===== src/rtl/ov7670_cfg_pkg.sv =====
// Shared definitions for the dual-camera OV7670 configuration sequencer.
// State encodings are stable because they drive the debug LEDs.
package ov7670_cfg_pkg;

  typedef enum logic [2:0] {
    StIdle    = 3'd0,
    StSettleL = 3'd1,
    StStartL  = 3'd2,
    StWaitL   = 3'd3,
    StSettleR = 3'd4,
    StStartR  = 3'd5,
    StWaitR   = 3'd6,
    StDone    = 3'd7
  } cfg_state_e;

  localparam logic CAM_L = 1'b0;
  localparam logic CAM_R = 1'b1;

  function automatic int unsigned max_u(input int unsigned a, input int unsigned b);
    return (a > b) ? a : b;
  endfunction

endpackage


===== src/rtl/ov7670_dual_cfg_seq_if.sv =====
// Controller handshake plus the SCCB pins, both controller-side and per-camera side.
interface ov7670_dual_cfg_seq_if;
  logic cfg_done;
  logic cfg_resend;
  logic ctl_sioc;
  logic ctl_siod_o;
  logic ctl_siod_oe;
  logic ctl_siod_i;
  logic sioc_l;
  logic sioc_r;
  logic siod_o;
  logic siod_oe_l;
  logic siod_oe_r;
  logic siod_i_l;
  logic siod_i_r;

  modport master (
    input  cfg_done, ctl_sioc, ctl_siod_o, ctl_siod_oe, siod_i_l, siod_i_r,
    output cfg_resend, ctl_siod_i, sioc_l, sioc_r, siod_o, siod_oe_l, siod_oe_r
  );

  modport slave (
    output cfg_done, ctl_sioc, ctl_siod_o, ctl_siod_oe, siod_i_l, siod_i_r,
    input  cfg_resend, ctl_siod_i, sioc_l, sioc_r, siod_o, siod_oe_l, siod_oe_r
  );
endinterface


===== src/rtl/ov7670_dual_cfg_seq_cycle_timer.sv =====
// Loadable saturating down-counter; expired while the count sits at zero.
module cycle_timer #(
  parameter int unsigned Width = 8
) (
  input  logic             clk,
  input  logic             rst,
  input  logic             load,
  input  logic [Width-1:0] value,
  output logic             expired
);

  logic [Width-1:0] cnt_q, cnt_d;

  always_comb begin
    cnt_d = cnt_q;
    if (load) begin
      cnt_d = value;
    end else if (cnt_q != '0) begin
      cnt_d = cnt_q - Width'(1);
    end
  end

  always_ff @(posedge clk) begin
    if (rst) begin
      cnt_q <= '0;
    end else begin
      cnt_q <= cnt_d;
    end
  end

  assign expired = (cnt_q == '0);

endmodule


===== src/rtl/ov7670_dual_cfg_seq.sv =====
// Runs one shared SCCB configuration controller over the left then right camera,
// with settle time, per-attempt timeout and bounded retries.
module ov7670_dual_cfg_seq
  import ov7670_cfg_pkg::*;
#(
  parameter int unsigned c_settle_cycles  = 50000,
  parameter int unsigned c_timeout_cycles = 5000000,
  parameter int unsigned c_max_retries    = 3,
  parameter int unsigned c_auto_start     = 1
) (
  input  logic                  clk,
  input  logic                  rst,
  input  logic                  start,
  ov7670_dual_cfg_seq_if.master bus,
  output logic                  cam_sel,
  output logic                  bus_en,
  output logic                  cfg_ok_l,
  output logic                  cfg_ok_r,
  output logic                  cfg_err,
  output logic                  all_done,
  output logic                  busy,
  output logic [2:0]            state_dbg
);

  localparam int unsigned TimerW = $clog2(max_u(c_settle_cycles, c_timeout_cycles) + 1);
  localparam int unsigned RetryW = (c_max_retries > 0) ? $clog2(c_max_retries + 1) : 1;
  // Timer reaches zero in the last cycle of the phase, so load one less than its length.
  localparam logic [TimerW-1:0] SettleVal  = TimerW'(c_settle_cycles - 1);
  localparam logic [TimerW-1:0] TimeoutVal = TimerW'(c_timeout_cycles - 1);
  localparam logic [RetryW-1:0] MaxRetry   = RetryW'(c_max_retries);

  cfg_state_e        state_q, state_d;
  logic              done_q;
  logic              ok_l_q, ok_l_d, ok_r_q, ok_r_d, err_q, err_d;
  logic [RetryW-1:0] retry_l_q, retry_l_d, retry_r_q, retry_r_d;
  logic              resend_q, resend_d, cam_sel_q, cam_sel_d;
  logic              bus_en_q, bus_en_d, busy_q, busy_d;
  logic              tmr_load, tmr_expired;
  logic [TimerW-1:0] tmr_value;
  logic              done_rise;

  assign done_rise = bus.cfg_done & ~done_q;

  cycle_timer #(
    .Width(TimerW)
  ) u_timer (
    .clk    (clk),
    .rst    (rst),
    .load   (tmr_load),
    .value  (tmr_value),
    .expired(tmr_expired)
  );

  always_comb begin
    state_d   = state_q;
    ok_l_d    = ok_l_q;
    ok_r_d    = ok_r_q;
    err_d     = err_q;
    retry_l_d = retry_l_q;
    retry_r_d = retry_r_q;
    tmr_load  = 1'b0;
    tmr_value = SettleVal;

    unique case (state_q)
      StIdle: begin
        if (c_auto_start != 0) begin
          state_d   = StSettleL;
          retry_l_d = '0;
          retry_r_d = '0;
          tmr_load  = 1'b1;
        end
      end
      StSettleL: if (tmr_expired) state_d = StStartL;
      StStartL: begin
        state_d   = StWaitL;
        tmr_load  = 1'b1;
        tmr_value = TimeoutVal;
      end
      StWaitL: begin
        if (done_rise || tmr_expired) begin
          if (done_rise) begin
            ok_l_d = 1'b1;
          end else if (retry_l_q < MaxRetry) begin
            retry_l_d = retry_l_q + RetryW'(1);
          end else begin
            err_d = 1'b1;
          end
          // Retry stays on the left camera; success or give-up hands over to the right.
          state_d   = (!done_rise && retry_l_q < MaxRetry) ? StSettleL : StSettleR;
          retry_r_d = '0;
          tmr_load  = 1'b1;
        end
      end
      StSettleR: if (tmr_expired) state_d = StStartR;
      StStartR: begin
        state_d   = StWaitR;
        tmr_load  = 1'b1;
        tmr_value = TimeoutVal;
      end
      StWaitR: begin
        if (done_rise) begin
          ok_r_d  = 1'b1;
          state_d = StDone;
        end else if (tmr_expired) begin
          if (retry_r_q < MaxRetry) begin
            retry_r_d = retry_r_q + RetryW'(1);
            state_d   = StSettleR;
            tmr_load  = 1'b1;
          end else begin
            err_d   = 1'b1;
            state_d = StDone;
          end
        end
      end
      StDone: ;
      default: state_d = StIdle;
    endcase

    // A start request overrides anything the current state decided this cycle.
    if (start) begin
      state_d   = StSettleL;
      ok_l_d    = 1'b0;
      ok_r_d    = 1'b0;
      err_d     = 1'b0;
      retry_l_d = '0;
      retry_r_d = '0;
      tmr_load  = 1'b1;
      tmr_value = SettleVal;
    end

    resend_d  = (state_d == StStartL) || (state_d == StStartR);
    bus_en_d  = (state_d == StStartL) || (state_d == StWaitL) ||
                (state_d == StStartR) || (state_d == StWaitR);
    busy_d    = (state_d != StIdle) && (state_d != StDone);
    cam_sel_d = cam_sel_q;
    if (state_d == StSettleL) cam_sel_d = CAM_L;
    if (state_d == StSettleR) cam_sel_d = CAM_R;
  end

  always_ff @(posedge clk) begin
    if (rst) begin
      state_q   <= StIdle;
      done_q    <= 1'b0;
      ok_l_q    <= 1'b0;
      ok_r_q    <= 1'b0;
      err_q     <= 1'b0;
      retry_l_q <= '0;
      retry_r_q <= '0;
      resend_q  <= 1'b0;
      cam_sel_q <= CAM_L;
      bus_en_q  <= 1'b0;
      busy_q    <= 1'b0;
    end else begin
      state_q   <= state_d;
      done_q    <= bus.cfg_done;
      ok_l_q    <= ok_l_d;
      ok_r_q    <= ok_r_d;
      err_q     <= err_d;
      retry_l_q <= retry_l_d;
      retry_r_q <= retry_r_d;
      resend_q  <= resend_d;
      cam_sel_q <= cam_sel_d;
      bus_en_q  <= bus_en_d;
      busy_q    <= busy_d;
    end
  end

  // SCCB steering: the unselected camera, or both when released, sees SIOC high and SIOD undriven.
  logic sel_l, sel_r;
  assign sel_l          = bus_en_q && (cam_sel_q == CAM_L);
  assign sel_r          = bus_en_q && (cam_sel_q == CAM_R);
  assign bus.sioc_l     = sel_l ? bus.ctl_sioc : 1'b1;
  assign bus.sioc_r     = sel_r ? bus.ctl_sioc : 1'b1;
  assign bus.siod_o     = bus.ctl_siod_o;
  assign bus.siod_oe_l  = sel_l & bus.ctl_siod_oe;
  assign bus.siod_oe_r  = sel_r & bus.ctl_siod_oe;
  assign bus.ctl_siod_i = !bus_en_q ? 1'b1 : (sel_r ? bus.siod_i_r : bus.siod_i_l);
  assign bus.cfg_resend = resend_q;

  assign cam_sel   = cam_sel_q;
  assign bus_en    = bus_en_q;
  assign cfg_ok_l  = ok_l_q;
  assign cfg_ok_r  = ok_r_q;
  assign cfg_err   = err_q;
  assign all_done  = ok_l_q & ok_r_q;
  assign busy      = busy_q;
  assign state_dbg = state_q;

endmodule


===== src/flat_wrapper.sv =====
// flat-port wrapper written by rule: the top's interface ports become plain ports
module ov7670_dual_cfg_seq_flat import ov7670_cfg_pkg::*;
#(
  parameter int unsigned c_settle_cycles  = 50000,
  parameter int unsigned c_timeout_cycles = 5000000,
  parameter int unsigned c_max_retries    = 3,
  parameter int unsigned c_auto_start     = 1
)
  (clk, rst, start, cam_sel, bus_en, cfg_ok_l, cfg_ok_r, cfg_err, all_done, busy, state_dbg, bus_cfg_done, bus_ctl_sioc, bus_ctl_siod_o, bus_ctl_siod_oe, bus_siod_i_l, bus_siod_i_r, bus_cfg_resend, bus_ctl_siod_i, bus_sioc_l, bus_sioc_r, bus_siod_o, bus_siod_oe_l, bus_siod_oe_r);
  ov7670_dual_cfg_seq_if bus_i ();
  input  logic clk;
  input  logic rst;
  input  logic start;
  output logic cam_sel;
  output logic bus_en;
  output logic cfg_ok_l;
  output logic cfg_ok_r;
  output logic cfg_err;
  output logic all_done;
  output logic busy;
  output logic [2:0] state_dbg;
  input wire logic [$bits(bus_i.cfg_done)-1:0] bus_cfg_done;
  input wire logic [$bits(bus_i.ctl_sioc)-1:0] bus_ctl_sioc;
  input wire logic [$bits(bus_i.ctl_siod_o)-1:0] bus_ctl_siod_o;
  input wire logic [$bits(bus_i.ctl_siod_oe)-1:0] bus_ctl_siod_oe;
  input wire logic [$bits(bus_i.siod_i_l)-1:0] bus_siod_i_l;
  input wire logic [$bits(bus_i.siod_i_r)-1:0] bus_siod_i_r;
  output wire logic [$bits(bus_i.cfg_resend)-1:0] bus_cfg_resend;
  output wire logic [$bits(bus_i.ctl_siod_i)-1:0] bus_ctl_siod_i;
  output wire logic [$bits(bus_i.sioc_l)-1:0] bus_sioc_l;
  output wire logic [$bits(bus_i.sioc_r)-1:0] bus_sioc_r;
  output wire logic [$bits(bus_i.siod_o)-1:0] bus_siod_o;
  output wire logic [$bits(bus_i.siod_oe_l)-1:0] bus_siod_oe_l;
  output wire logic [$bits(bus_i.siod_oe_r)-1:0] bus_siod_oe_r;
  assign bus_i.cfg_done = bus_cfg_done;
  assign bus_i.ctl_sioc = bus_ctl_sioc;
  assign bus_i.ctl_siod_o = bus_ctl_siod_o;
  assign bus_i.ctl_siod_oe = bus_ctl_siod_oe;
  assign bus_i.siod_i_l = bus_siod_i_l;
  assign bus_i.siod_i_r = bus_siod_i_r;
  assign bus_cfg_resend = bus_i.cfg_resend;
  assign bus_ctl_siod_i = bus_i.ctl_siod_i;
  assign bus_sioc_l = bus_i.sioc_l;
  assign bus_sioc_r = bus_i.sioc_r;
  assign bus_siod_o = bus_i.siod_o;
  assign bus_siod_oe_l = bus_i.siod_oe_l;
  assign bus_siod_oe_r = bus_i.siod_oe_r;
  ov7670_dual_cfg_seq #(.c_settle_cycles(c_settle_cycles), .c_timeout_cycles(c_timeout_cycles), .c_max_retries(c_max_retries), .c_auto_start(c_auto_start)) u_core (.clk(clk), .rst(rst), .start(start), .bus(bus_i), .cam_sel(cam_sel), .bus_en(bus_en), .cfg_ok_l(cfg_ok_l), .cfg_ok_r(cfg_ok_r), .cfg_err(cfg_err), .all_done(all_done), .busy(busy), .state_dbg(state_dbg));
endmodule

===== config.mk =====
export PLATFORM = sky130hd
export DESIGN_NAME = ov7670_dual_cfg_seq_flat
export DESIGN_NICKNAME = d
export VERILOG_FILES = /design/src/rtl/ov7670_cfg_pkg.sv /design/src/rtl/ov7670_dual_cfg_seq_if.sv /design/src/rtl/ov7670_dual_cfg_seq_cycle_timer.sv /design/src/rtl/ov7670_dual_cfg_seq.sv /design/src/flat_wrapper.sv
export SDC_FILE = /design/constraint.sdc
export NUM_CORES = 1
export LEC_CHECK = 0
export CAP_MARGIN = 25
export CORE_AREA = 2 2 80 63
export CTS_CLUSTER_SIZE = 20
export DETAILED_ROUTE_END_ITERATION = 7
export DIE_AREA = 0 0 82 65
export PLACE_DENSITY = 0.76
export SLEW_MARGIN = 20
export SYNTH_ARGS = -nofsm -noshare
export SYNTH_HDL_FRONTEND = slang
export SYNTH_SLANG_ARGS = --single-unit

===== constraint.sdc =====
create_clock -name clk -period 4.1 [get_ports clk]
set_input_delay 0.82 -clock clk [delete_from_list [all_inputs] [get_ports clk]]
set_output_delay 0.82 -clock clk [all_outputs]
set_load 0.1 [all_outputs]

==> reports/summary.txt <==
Outcome: finished, final reports clean
Drt first pass iters: 4
Clock Latency Late Sink: 0.29 ns
Synth Net Count: 265
Mapped Area: 2040 µm²
CP arrival: 2.11 ns
Gr ovfl total: 0
Yosys top cell area share: 37.3%
Number of routed nets with antenna violations: 0
Fillers: 435
VDD IR max: 0.169 mV
Cell Int Power: 0.547 mW
Die Y: 65 µm
Utilization after layout: 51.5%
Yosys cell types: 47
Power Dens Cells: 308 nW/µm²
Antenna cells: 0
Top cells by area, synth: dfxtp_1 (37%), nor2_1 (7.6%), a21oi_1 (6.1%)
Die X-Extent: 82 µm
Post-DP HPWL: 3320 µm
Final WL: 4590 µm
Fmax: 0.341 GHz
Area Overhead vs Synth: 16.9%
Hold_buf cts: 0
Gr busiest metal: met1
Max-Cap Viols: 0
Met3 Usage GRT: 4.18%
Post-CTS sizing: 0
CP Launch Type: flip-flop
Post-CTS Setup Bufs: 0
Largest net degree at the start of global routing: 18
CP Capture Type: primary output
Drt wl/cell: 13.7 µm
RSZ-0062 raised after global routing: no
Ys flop type: dfxtp_1
Syn avg cell area: 8.06 µm²
Sequential share of power: 52.9%
Crit Path Max Fanout: 13
Switch Pwr: 0.187 mW
Pins Over Slew Limit: 0
CP Depth: 1
Worst hold stages: 2
I/O pin count: 26
GRT Overall Usage: 18.3%
Worst-Margin Slew: 0.967 ns
CTS buffer count: 5
CTS clk-pin slew, worst paths: 0.07 ns
H-tree depth: 2
Hold_ws: 0.474 ns
Via count: 1840
DRC: 0
NumNets Final: 286
Sw frac: 25.4%
Final hold vios: 0
Core area: 4620 µm²
Seq cells post-synth: 38
Register area share after synthesis: 37.3%
Setup violators final: 0
Final Critical Period: 2.93 ns
RePlAce Congestion: 0.847
Worst Clk Skew: 0.00664 ns
Grt met1 use: 26.6%
Yosys top cell by area: dfxtp_1
Crit path largest cell delay: 1.22 ns
Final Total Pwr: 0.733 mW
Critical Path RT: 3.28 ns
CP top delay family: buffers and inverters
Starting density of the core: 44.1%
Vias in the first global route: 1605
Cells after Synth: 253
Clock Path Buffers: 2
Vias per std cell: 5.49
Max_slew headroom: 35.3%
Bufs and invs on worst path: 1
Cell Rows: 22
Setup tns final: 0 ns
Synth async-reset ratio: 0%
Lkg Pwr: 0.872 nW
Die area: 5330 µm²
Initial antenna violation count: 0
Port buffer count: 23
Post-synth EDFFs: 0
Hold Crit Class: flip-flop to flip-flop
Period utilization: 71.5%
Root buffer cell: clkbuf_8
Drt initial violations: 130
CP Class: flip-flop to primary output
CTS sink cnt: 38
Global-route wire length before repair: 7470 µm
Layout cells sized above 1: 9.82%
CTS tree: done
Slowest-stage cell, CP: clkdlybuf4s50_1
Logic pwr share: 11.2%
Met2 usage: 26.2%
Worst r2r path cells: 6
Warnings from Yosys: 0
Crit path cell chain: clkdlybuf4s50_1
Clock network power share: 35.9%
per-stage QoR:
stage,std cells,setup WS (ns),cell area [µm²]
2_1_floorplan,253,0.912,2040
3_3_place_gp,327,1.09,2290
3_5_place_dp,327,0.973,2290
4_1_cts,335,1.17,2380
5_1_grt,335,1.11,2380
6_report,335,1.17,2380
final cells by class:
cell class / count / area [µm²] / share of cell area [%]
tap: 60 / 75.1 / 3.15
multi-input combinational: 198 / 1200 / 50.4
clock buffer: 7 / 86.3 / 3.62
sequential: 38 / 761 / 31.9
inverter: 6 / 22.5 / 0.945
clock inverter: 1 / 5.00 / 0.210
timing repair buffer: 25 / 233 / 9.76
state kept, by name, indices dropped and copies added, names as in the netlist:
register,cells
u_core.retry_r_q,2
u_core.cfg_ok_r,1
u_core.u_timer.cnt_q,23
u_core.retry_l_q,2
u_core.cfg_err,1
u_core.done_q,1
u_core.state_dbg,3
u_core.cam_sel,1
u_core.busy,1
u_core.bus.cfg_resend,1
u_core.bus_en,1
u_core.cfg_ok_l,1
synth_stat cells, types with 3 or more instances:
cell      count
a21oi_1      25
nor3_1       11
xnor2_1      12
nand3_1       9
a31oi_1       4
nand2_1      17
mux2i_1       3
inv_1         6
nor2b_1       4
ha_1          3
nand3b_1      3
o21ai_0       5
or3_1         9
dfxtp_1      38
clkbuf_1      8
nand2b_1      3
xor2_1        6
nor4_1        7
nor2_1       41
nand4_1       4
cells by family (layout without fill, tap and decap cells):
logic type	Yosys count	after routing	share of synthesized area (%)
and+or+nand+nor	123	123	31.7
AOI/OAI and AO/OA	49	49	14.7
DFF	38	38	37.3
xor gates and xnor gates	18	18	7.73
buffers and inverters	17	39	3.74
muxes	5	5	2.88
adders and majority gates	3	3	1.84
path summary, 6_finish.rpt:
check                      startpoint                     to  slack [ns]
min reg2reg            u_core.cfg_err         u_core.cfg_err        0.47
max reg2reg  u_core.u_timer.cnt_q[18]  u_core.bus.cfg_resend        1.38
min                    u_core.cfg_err         u_core.cfg_err        0.47
max               u_core.state_dbg[0]           state_dbg[0]        1.17
cells in the final DEF (no fill, tap or decap), types with 9 or more instances in the layout:
master | netlist | final
xnor2_1 | 12 | 12
nand2_1 | 17 | 17
nand3_1 | 9 | 9
nor2_1 | 41 | 41
a21oi_1 | 25 | 25
dfxtp_1 | 38 | 38
nor3_1 | 11 | 11
clkdlybuf4s50_1 | 0 | 18
or3_1 | 9 | 9
layer usage:
metal | wire (µm) | vias to the layer above | share of wire [%]
li1 | - | 936 | -
met1 | 2330 | 861 | 51
met2 | 2000 | 38 | 44
met3 | 214 | 5 | 4.7
met4 | 43 | 0 | 0.94
met5 | 0 | - | 0
worst reg2reg max path, stage by stage, from the launching register on:
cell and delay [ns]:
dfxtp_1 0.35, or4_4 0.57, or3_4 0.44, or3_1 0.57, mux2_4 0.39, a21bo_2 0.22
a21oi_1 0.07
power groups by stage:
| stage | combinational [mW] | clock [mW] | sequential (mW) |
|---|---|---|---|
| after floorplan | 0.0578 | 0 | 0.401 |
| after global placement | 0.0797 | 0 | 0.396 |
| after detailed placement | 0.0811 | 0 | 0.396 |
| after CTS | 0.0818 | 0.271 | 0.387 |
| after global routing | 0.0898 | 0.287 | 0.389 |
| final | 0.0822 | 0.263 | 0.388 |
(Power assumes the default switching activity.)
